`src/rtl/div8_pkg.sv`:
```
// Shared width, FSM state type and magnitude helper for the signed 8-bit divider.
package div8_pkg;
    localparam int WIDTH = 8;

    typedef enum logic [2:0] {
        IDLE = 3'd0,
        LOAD = 3'd1,
        ITER = 3'd2,
        FIX  = 3'd3,
        DONE = 3'd4
    } state_t;

    // Unsigned magnitude; -128 maps to 0x80, which is exact when read as unsigned.
    function automatic logic [WIDTH-1:0] abs_u(input logic [WIDTH-1:0] v);
        return v[WIDTH-1] ? (~v + 1'b1) : v;
    endfunction
endpackage

```
`src/rtl/div_step.sv`:
```
// One combinational restoring-division step: shift a quotient bit into the
// partial remainder, subtract the divisor when it fits.
module div_step
    import div8_pkg::*;
(
    input  logic [WIDTH:0]   i_rem,
    input  logic [WIDTH-1:0] i_quo,
    input  logic [WIDTH:0]   i_dvs,
    output logic [WIDTH:0]   o_rem,
    output logic [WIDTH-1:0] o_quo
);
    logic [WIDTH+1:0] w_shift;
    logic             w_fits;

    assign w_shift = {i_rem, i_quo[WIDTH-1]};
    assign w_fits  = (w_shift >= {1'b0, i_dvs});

    always_comb begin
        o_rem = w_shift[WIDTH:0];
        o_quo = {i_quo[WIDTH-2:0], 1'b0};
        if (w_fits) begin
            o_rem = w_shift[WIDTH:0] - i_dvs;
            o_quo = {i_quo[WIDTH-2:0], 1'b1};
        end
    end
endmodule

```
`src/rtl/div8_signed.sv`:
```
// Sequential signed 8-bit divider: sign/magnitude restoring division, 8 steps,
// results truncate toward zero with remainder taking the dividend's sign.
//
// state | meaning
// IDLE  | wait for Run low; CLR_LDB loads the divisor register
// LOAD  | latch magnitudes and signs, clear remainder and step counter
// ITER  | one restoring step per clock, 8 clocks
// FIX   | apply signs, handle divide-by-zero / overflow, publish results
// DONE  | hold results until Run returns high
module div8_signed
    import div8_pkg::*;
(
    input  logic       Clk,
    input  logic       Reset,
    input  logic       Run,
    input  logic       CLR_LDB,
    input  logic [7:0] Switches,
    output logic [7:0] D_out,
    output logic [7:0] Q_out,
    output logic [7:0] R_out,
    output logic       Busy,
    output logic       DivZero,
    output logic       Ovf
);
    state_t           r_state;
    state_t           w_next;
    logic [2:0]       r_cnt;
    logic [WIDTH-1:0] r_d;
    logic [WIDTH-1:0] r_dividend;
    logic [WIDTH-1:0] r_divisor;
    logic [WIDTH-1:0] r_quo;
    logic [WIDTH:0]   r_rem;
    logic [WIDTH:0]   r_dmag;
    logic             r_sgn_n;
    logic             r_sgn_d;
    logic [WIDTH-1:0] r_q;
    logic [WIDTH-1:0] r_r;
    logic             r_dz;
    logic             r_ovf;
    logic             w_busy;
    logic [WIDTH:0]   w_rem_nxt;
    logic [WIDTH-1:0] w_quo_nxt;
    logic [WIDTH-1:0] w_qfix;
    logic [WIDTH-1:0] w_rfix;
    logic             w_dz;
    logic             w_ovf;

    div_step u_step (
        .i_rem (r_rem),
        .i_quo (r_quo),
        .i_dvs (r_dmag),
        .o_rem (w_rem_nxt),
        .o_quo (w_quo_nxt)
    );

    always_ff @(posedge Clk or negedge Reset) begin
        if (!Reset) r_state <= IDLE;
        else        r_state <= w_next;
    end

    always_comb begin
        w_next = r_state;
        case (r_state)
            IDLE:    if (!Run) w_next = LOAD;
            LOAD:    w_next = ITER;
            ITER:    if (r_cnt == 3'd7) w_next = FIX;
            FIX:     w_next = DONE;
            DONE:    if (Run) w_next = IDLE;
            default: w_next = IDLE;
        endcase
    end

    always_comb begin
        w_busy = (r_state == LOAD) || (r_state == ITER) || (r_state == FIX);
    end

    assign w_qfix = (r_sgn_n ^ r_sgn_d) ? (~r_quo + 1'b1) : r_quo;
    assign w_rfix = r_sgn_n ? (~r_rem[WIDTH-1:0] + 1'b1) : r_rem[WIDTH-1:0];
    assign w_dz   = (r_divisor == '0);
    assign w_ovf  = (r_dividend == 8'h80) && (r_divisor == 8'hFF);

    always_ff @(posedge Clk or negedge Reset) begin
        if (!Reset) begin
            r_cnt      <= '0;
            r_d        <= '0;
            r_dividend <= '0;
            r_divisor  <= '0;
            r_quo      <= '0;
            r_rem      <= '0;
            r_dmag     <= '0;
            r_sgn_n    <= 1'b0;
            r_sgn_d    <= 1'b0;
            r_q        <= '0;
            r_r        <= '0;
            r_dz       <= 1'b0;
            r_ovf      <= 1'b0;
        end else begin
            case (r_state)
                IDLE: begin
                    if (!CLR_LDB) r_d <= Switches;
                    // Divisor snapshot taken here so a same-edge load does not affect this division.
                    if (!Run) begin
                        r_dividend <= Switches;
                        r_divisor  <= r_d;
                    end
                end
                LOAD: begin
                    r_sgn_n <= r_dividend[WIDTH-1];
                    r_sgn_d <= r_divisor[WIDTH-1];
                    r_quo   <= abs_u(r_dividend);
                    r_dmag  <= {1'b0, abs_u(r_divisor)};
                    r_rem   <= '0;
                    r_cnt   <= '0;
                end
                ITER: begin
                    r_rem <= w_rem_nxt;
                    r_quo <= w_quo_nxt;
                    r_cnt <= r_cnt + 3'd1;
                end
                FIX: begin
                    r_dz  <= w_dz;
                    r_ovf <= w_ovf;
                    if (w_dz) begin
                        r_q <= 8'hFF;
                        r_r <= r_dividend;
                    end else begin
                        r_q <= w_qfix;
                        r_r <= w_rfix;
                    end
                end
                default: ;
            endcase
        end
    end

    assign D_out   = r_d;
    assign Q_out   = r_q;
    assign R_out   = r_r;
    assign Busy    = w_busy;
    assign DivZero = r_dz;
    assign Ovf     = r_ovf;
endmodule
```
`config.mk`:
```
export PLATFORM = sky130hd
export DESIGN_NAME = div8_signed
export DESIGN_NICKNAME = d
export VERILOG_FILES = /design/src/rtl/div8_pkg.sv /design/src/rtl/div_step.sv /design/src/rtl/div8_signed.sv
export SDC_FILE = /design/constraint.sdc
export NUM_CORES = 1
export LEC_CHECK = 0
export ABC_AREA = 0
export CAP_MARGIN = 20
export CELL_PAD_IN_SITES_DETAIL_PLACEMENT = 1
export CELL_PAD_IN_SITES_GLOBAL_PLACEMENT = 1
export CORE_ASPECT_RATIO = 0.5
export CORE_MARGIN = 1
export CORE_UTILIZATION = 45
export DETAILED_ROUTE_END_ITERATION = 16
export MAX_ROUTING_LAYER = met4
export PLACE_DENSITY_LB_ADDON = 0.1
export SYNTH_ARGS = -nofsm -noshare
export SYNTH_HDL_FRONTEND = slang
export SYNTH_SLANG_ARGS = --single-unit
```
`constraint.sdc`:
```
create_clock -name Clk -period 3.1 [get_ports Clk]
set_clock_uncertainty 0.15 [all_clocks]
set_input_delay 0.62 -clock Clk [delete_from_list [all_inputs] [get_ports Clk]]
set_output_delay 0.62 -clock Clk [all_outputs]
set_load 0.05 [all_outputs]
```
**Yosys cells after proc, flatten, opt, wreduce, memory -nomap -nowiden**

Cells that the tools add are included.

- Register bits after elaboration: 75
- Input port bits: 12

- Add/subtract/negate cells: 6
- Equal/unequal tests: 10
- Bitwise operators: 7
- Order comparisons: 1
- Muxes and demuxes: 15
- Reduce and logical (&&, ||, !) cells: 9

Operator list:

| kind | count |
|---|---|
| 8-bit two-way mux | 6 |
| 8-bit by 1-bit adder with 8-bit output, second input constant | 4 |
| 8-bit NOT | 4 |
| 9-bit case mux with 2 select lines | 1 |
| 8-bit equality test, second input constant | 2 |
| 8-bit case mux with 2 select lines | 1 |
| 3-bit case mux with 5 select lines | 1 |
| 10-bit by 8-bit greater-or-equal comparator with 1-bit output | 1 |
| 3-bit two-way mux | 3 |
| 9-bit two-way mux | 1 |
| 9-bit by 8-bit subtractor with 9-bit output | 1 |
| 8-bit zero test | 1 |
| 3-bit by 2-bit equality test with 1-bit output, second input constant | 2 |
| 3-bit equality test, second input constant | 2 |
| 2-bit inequality test, second input constant | 3 |
| 3-bit case mux with 2 select lines | 1 |
| 2-bit AND reduction | 2 |
| 3-bit by 1-bit adder with 3-bit output, second input constant | 1 |
| 3-bit by 1-bit equality test with 1-bit output, second input constant | 1 |
| 3-bit zero test | 1 |
| 3-bit AND reduction | 1 |
| 1-bit logical OR | 2 |
| 1-bit NOT | 2 |
| 2-bit nonzero test | 1 |
| other kinds (3) | 3 |

**Logic depth before layout (Yosys ltp)**

- Word-level depth: 4
- Mapped depth: 10

**Cells and area by module**

From an unflattened synthesis, not the netlist that was laid out.

- Cell total of the unflattened synthesis: 432
- Area, all modules: 4370.4 µm²

Modules (own cells, without submodules):

| module | instances | cells each | area an instance (µm²) | sequential area each (µm²) |
|---|---|---|---|---|
| div8_signed | 1 | 338 | 3637.2 | 1876.8 |
| div_step | 1 | 94 | 733.2 | 0.0 |

**Worst setup path after synthesis**

OpenSTA, ideal clock, no wires.

- Path kind: reg2reg
- Start: reg r_quo[7]
- End: reg r_rem[1]
- Data arrival time: 2.092 ns
- Required time: 2.815 ns
- Stages on the path, launching flop included: 11
- Setup slack: 0.724 ns
- Buffers on the path: 1
- Period minus slack after synthesis: 2.376 ns
- Library setup time: 0.135 ns
- Cells stage by stage: dfrtp_1 inv_1 ha_1 inv_1 fa_1 nand3_1 a31oi_1 nor4_2 buf_4 mux2i_1 o22ai_1

- Longest elaborated chain between the ends: 3

Ends and longest elaborated chain:

| element | line | source |
|---|---|---|
| start: declaration | div8_signed.sv:31 | `logic [WIDTH-1:0] r_quo;` |
| start signal: assignment | div8_signed.sv:110 | `r_quo <= abs_u(r_dividend);` |
| start signal: assignment | div8_signed.sv:117 | `r_quo <= w_quo_nxt;` |
| 9-bit by 8-bit subtractor with 9-bit output or 10-bit by 8-bit greater-or-equal comparator with 1-bit output (tied branches) | div_step.sv:22, div_step.sv:16 |  |
| 9-bit two-way mux * | div_step.sv:21 | `if (w_fits) begin` |
| 9-bit case mux with 2 select lines * | div8_signed.sv:98 | `case (r_state)` |
| end signal: assignment | div8_signed.sv:116 | `r_rem <= w_rem_nxt;` |
| end: declaration | div8_signed.sv:32 | `logic [WIDTH:0] r_rem;` |

Every way passes the cells marked *; elsewhere a longest branch is shown, timed or not.
A chain may end at the register's enable or synchronous reset.

**Final worst setup path**

- Start: reg r_state[1]
- End: out Busy

- Longest elaborated chain between the ends: 3

Ends and longest elaborated chain:

| element | line | source |
|---|---|---|
| start: declaration | div8_signed.sv:25 | `state_t r_state;` |
| start signal: assignment | div8_signed.sv:58 | `else r_state <= w_next;` |
| 3-bit by 1-bit equality test with 1-bit output or 3-bit by 2-bit equality test with 1-bit output (tied branches) | div8_signed.sv:74 | `w_busy = (r_state == LOAD) \|\| (r_state == ITER) \|\| (r_state == FIX);` |
| 1-bit logical OR | div8_signed.sv:74 |  |
| 1-bit logical OR * | div8_signed.sv:74 |  |
| end: declaration | div8_signed.sv:21 | `output logic Busy,` |

Marks and branches as above.

==> summary.txt <==
Layout
  – Final Cell Area: 4850 um^2
  – Fill cell count: 970
  – Share of cells above drive strength 1: 0.119
  – Final core occ: 0.557
  – Fin nets: 477
  – Area Growth Syn to Fin: 20.1%
  – Multi-input gate area: 1980 um^2
  – Reg area: 1880 um^2
  – Antenna cells: 0

Yosys
  – Avg Inst Size Synth: 9.76 um^2
  – Post-Syn Area: 4040 um^2
  – Post-synth EDFFs: 0
  – Netlist cell types: 52
  – Synth Flop Type: dfrtp_1
  – Register area share after synthesis: 0.464
  – Synthesis Warnings: 0
  – Cells after synthesis: 414
  – Ys async rst share: 1.00
  – Mapped Nets: 442
  – Yosys reg bits: 75

Min path
  – Worst Min Path Start: Q_out[1]
  – HP Class: flop to flop
  – Min-Delay Endpoint: Q_out[1]
  – Hold path depth: 1

Timing
  – Setup violators final: 0
  – Slew margin rel.: 0.484
  – Max Slew Vio Count: 0
  – WHS: 0.322 ns
  – Final hold vios: 0
  – Worst Tran Pin Value: 0.768 ns
  – Tcrit/Tclk final: 0.869
  – Unrepaired setup endpoints after global routing: no
  – Minimum clock period: 2.69 ns
  – Maximum clock rate: 371 MHz
  – Setup TNS: 0 ns

Drt
  – Top Layer Used: met4
  – Via density per instance: 5.63
  – Drc violations: 0
  – Final ANT Viol Nets: 0
  – Drt first pass iters: 5
  – Routed length on met1: 5710 um
  – Total number of vias: 3216
  – DR WL met3: 447 um
  – Routed len/inst: 19.7 um
  – WL met2: 4980 um
  – Initial DRC Count: 234
  – Total wire length: 11200 um

Critical path
  – CP Launch Type: flop
  – Req. time, crit path: 2.33 ns
  – Worst R2R Start: r_quo[7]
  – Setup crit end kind: output port
  – Critical Path AT: 1.92 ns
  – CP Class: flop to output port
  – Worst r2r path cells: 10
  – FF-to-FF setup slack: 0.61 ns
  – Worst-path maximum fanout: 10
  – Reg2reg end: r_rem[1]

Clock tree
  – Skew-Pair Late Insertion Delay: 0.33 ns
  – Total CTS buffers: 9
  – CTS tree: done
  – H-Tree Depth: 3
  – CTS max path bufs: 2
  – Num Clock Sinks: 75
  – Clk root buf: clkbuf_16
  – Clock-pin slew on the worst setup and hold paths: 0.06 ns

Die
  – Die Y: 69.0 um
  – Core area: 8710 um^2
  – Die area: 9390 um^2
  – Initial core utilization: 0.464
  – I/O pin total: 39
  – Die width: 136 um
  – Rows: 24

Place
  – DP Wirelength: 8010 um
  – Number of port buffers: 38
  – Area post-placement: 4520 um^2
  – GPL Wtd Cong: 0.876

Job
  – Maxcap violations: 0

Global route
  – Antenna violations before repair: 0
  – Vias in the first global route: 3387
  – GRT overflow: 0
  – Pin count of the biggest net entering global routing: 76
  – First-pass GRT wire length: 18500 um
  – Total track usage: 0.269

Status
  – Run status: completed
[flip-flops by register name, indices dropped and copies added (netlist names), 3 cells and up]
signal,count
r_quo,8
r_dividend,8
r_dmag,8
R_out,8
r_rem,9
r_cnt,3
D_out,8
r_divisor,8
r_state,3
Q_out,8
[through the flow]
step                std cells  worst slack, ns
floorplan                 414            0.724
global placement          553            0.763
detailed placement        553            0.682
CTS                       569            0.396
global route              571            0.323
finish                    571            0.406
[Yosys cell counts, drive strengths merged (3+ instances only)]
master,number,share of area
a21o,3,0.0056
a21oi,12,0.015
a22o,3,0.0065
a22oi,5,0.0093
a31oi,4,0.0062
a32oi,3,0.0065
buf,8,0.012
clkbuf,15,0.014
dfrtp,75,0.46
ha,15,0.046
inv,24,0.022
mux2,19,0.053
mux2i,12,0.030
nand2,50,0.046
nand2b,5,0.0077
nand4,5,0.0077
nor2,28,0.028
nor3,7,0.0099
nor4,7,0.014
o21ai,48,0.059
o31ai,6,0.011
or3,4,0.0062
or4,3,0.0065
xnor2,13,0.028
xor2,15,0.033
[worst max-delay path by stage]
stage | from | to | depth (start not counted)
after floorplan | r_quo[7] | r_rem[1] | 10
after global placement | r_quo[7] | r_rem[1] | 10
after detailed placement | r_quo[7] | r_rem[1] | 10
after CTS | r_state[1] | Busy | 3
after global routing | r_state[1] | Busy | 3
final | r_state[1] | Busy | 3
[cells by family after synthesis]
| family | synth area share |
|---|---|
| compound gates | 0.149 |
| xor+xnor | 0.0607 |
| fa+ha+maj | 0.0514 |
| buf+inv | 0.0483 |
| flops | 0.464 |
| mux | 0.0827 |
| simple gates | 0.144 |
[metal layers]
layer,track usage,vias up
li1,-,1525
met5,-,-
met2,0.399,66
met3,0.0611,11
met4,0.0432,0
met1,0.382,1614
[final cells by class]
type,count,share of cell area
Inverter,24,0.0186
Sequential cell,75,0.387
Clock buffer,11,0.0500
Tap cell,117,0.0302
Clock inverter,5,0.0108
Multi-Input combinational cell,292,0.407
Timing Repair Buffer,47,0.0964
[critical path, stage by stage (launching register included)]
cell	delay, ns
dfrtp_1	0.55
nor2_1	0.13
nor2_1	0.10
clkdlybuf4s50_1	0.81
[layout by cell type, fill, tap and decap left out, drive strengths merged, types with 2 or more instances in the layout]
cell type	count
dfrtp	75
or4	3
o21ai	48
nor2	28
clkdlybuf4s50	37
nand2	50
a211oi	2
nor2b	2
mux2	19
nand3	2
mux2i	12
clkinv	3
nor4	7
a31oi	4
a22oi	5
nor3	7
o41ai	2
nand4	5
a21boi	2
ha	15
o31ai	6
nand2b	5
a32oi	3
nand3b	2
inv	24
a21oi	12
xnor2	13
a22o	3
clkbuf	11
buf	9
xor2	15
or3	4
a21o	3
[timing repair]
| item | CTS | global route |
|---|---|---|
| resized for setup | 0 | 0 |
| hold buffers | 0 | 1 |
| hold endpoints to repair | 0 | 7 |
| buffers inserted | 0 | 0 |
Power is left out: the tool's default activity adds up to more than one toggle a clock period on the data nets, which glitch-free logic cannot reach.
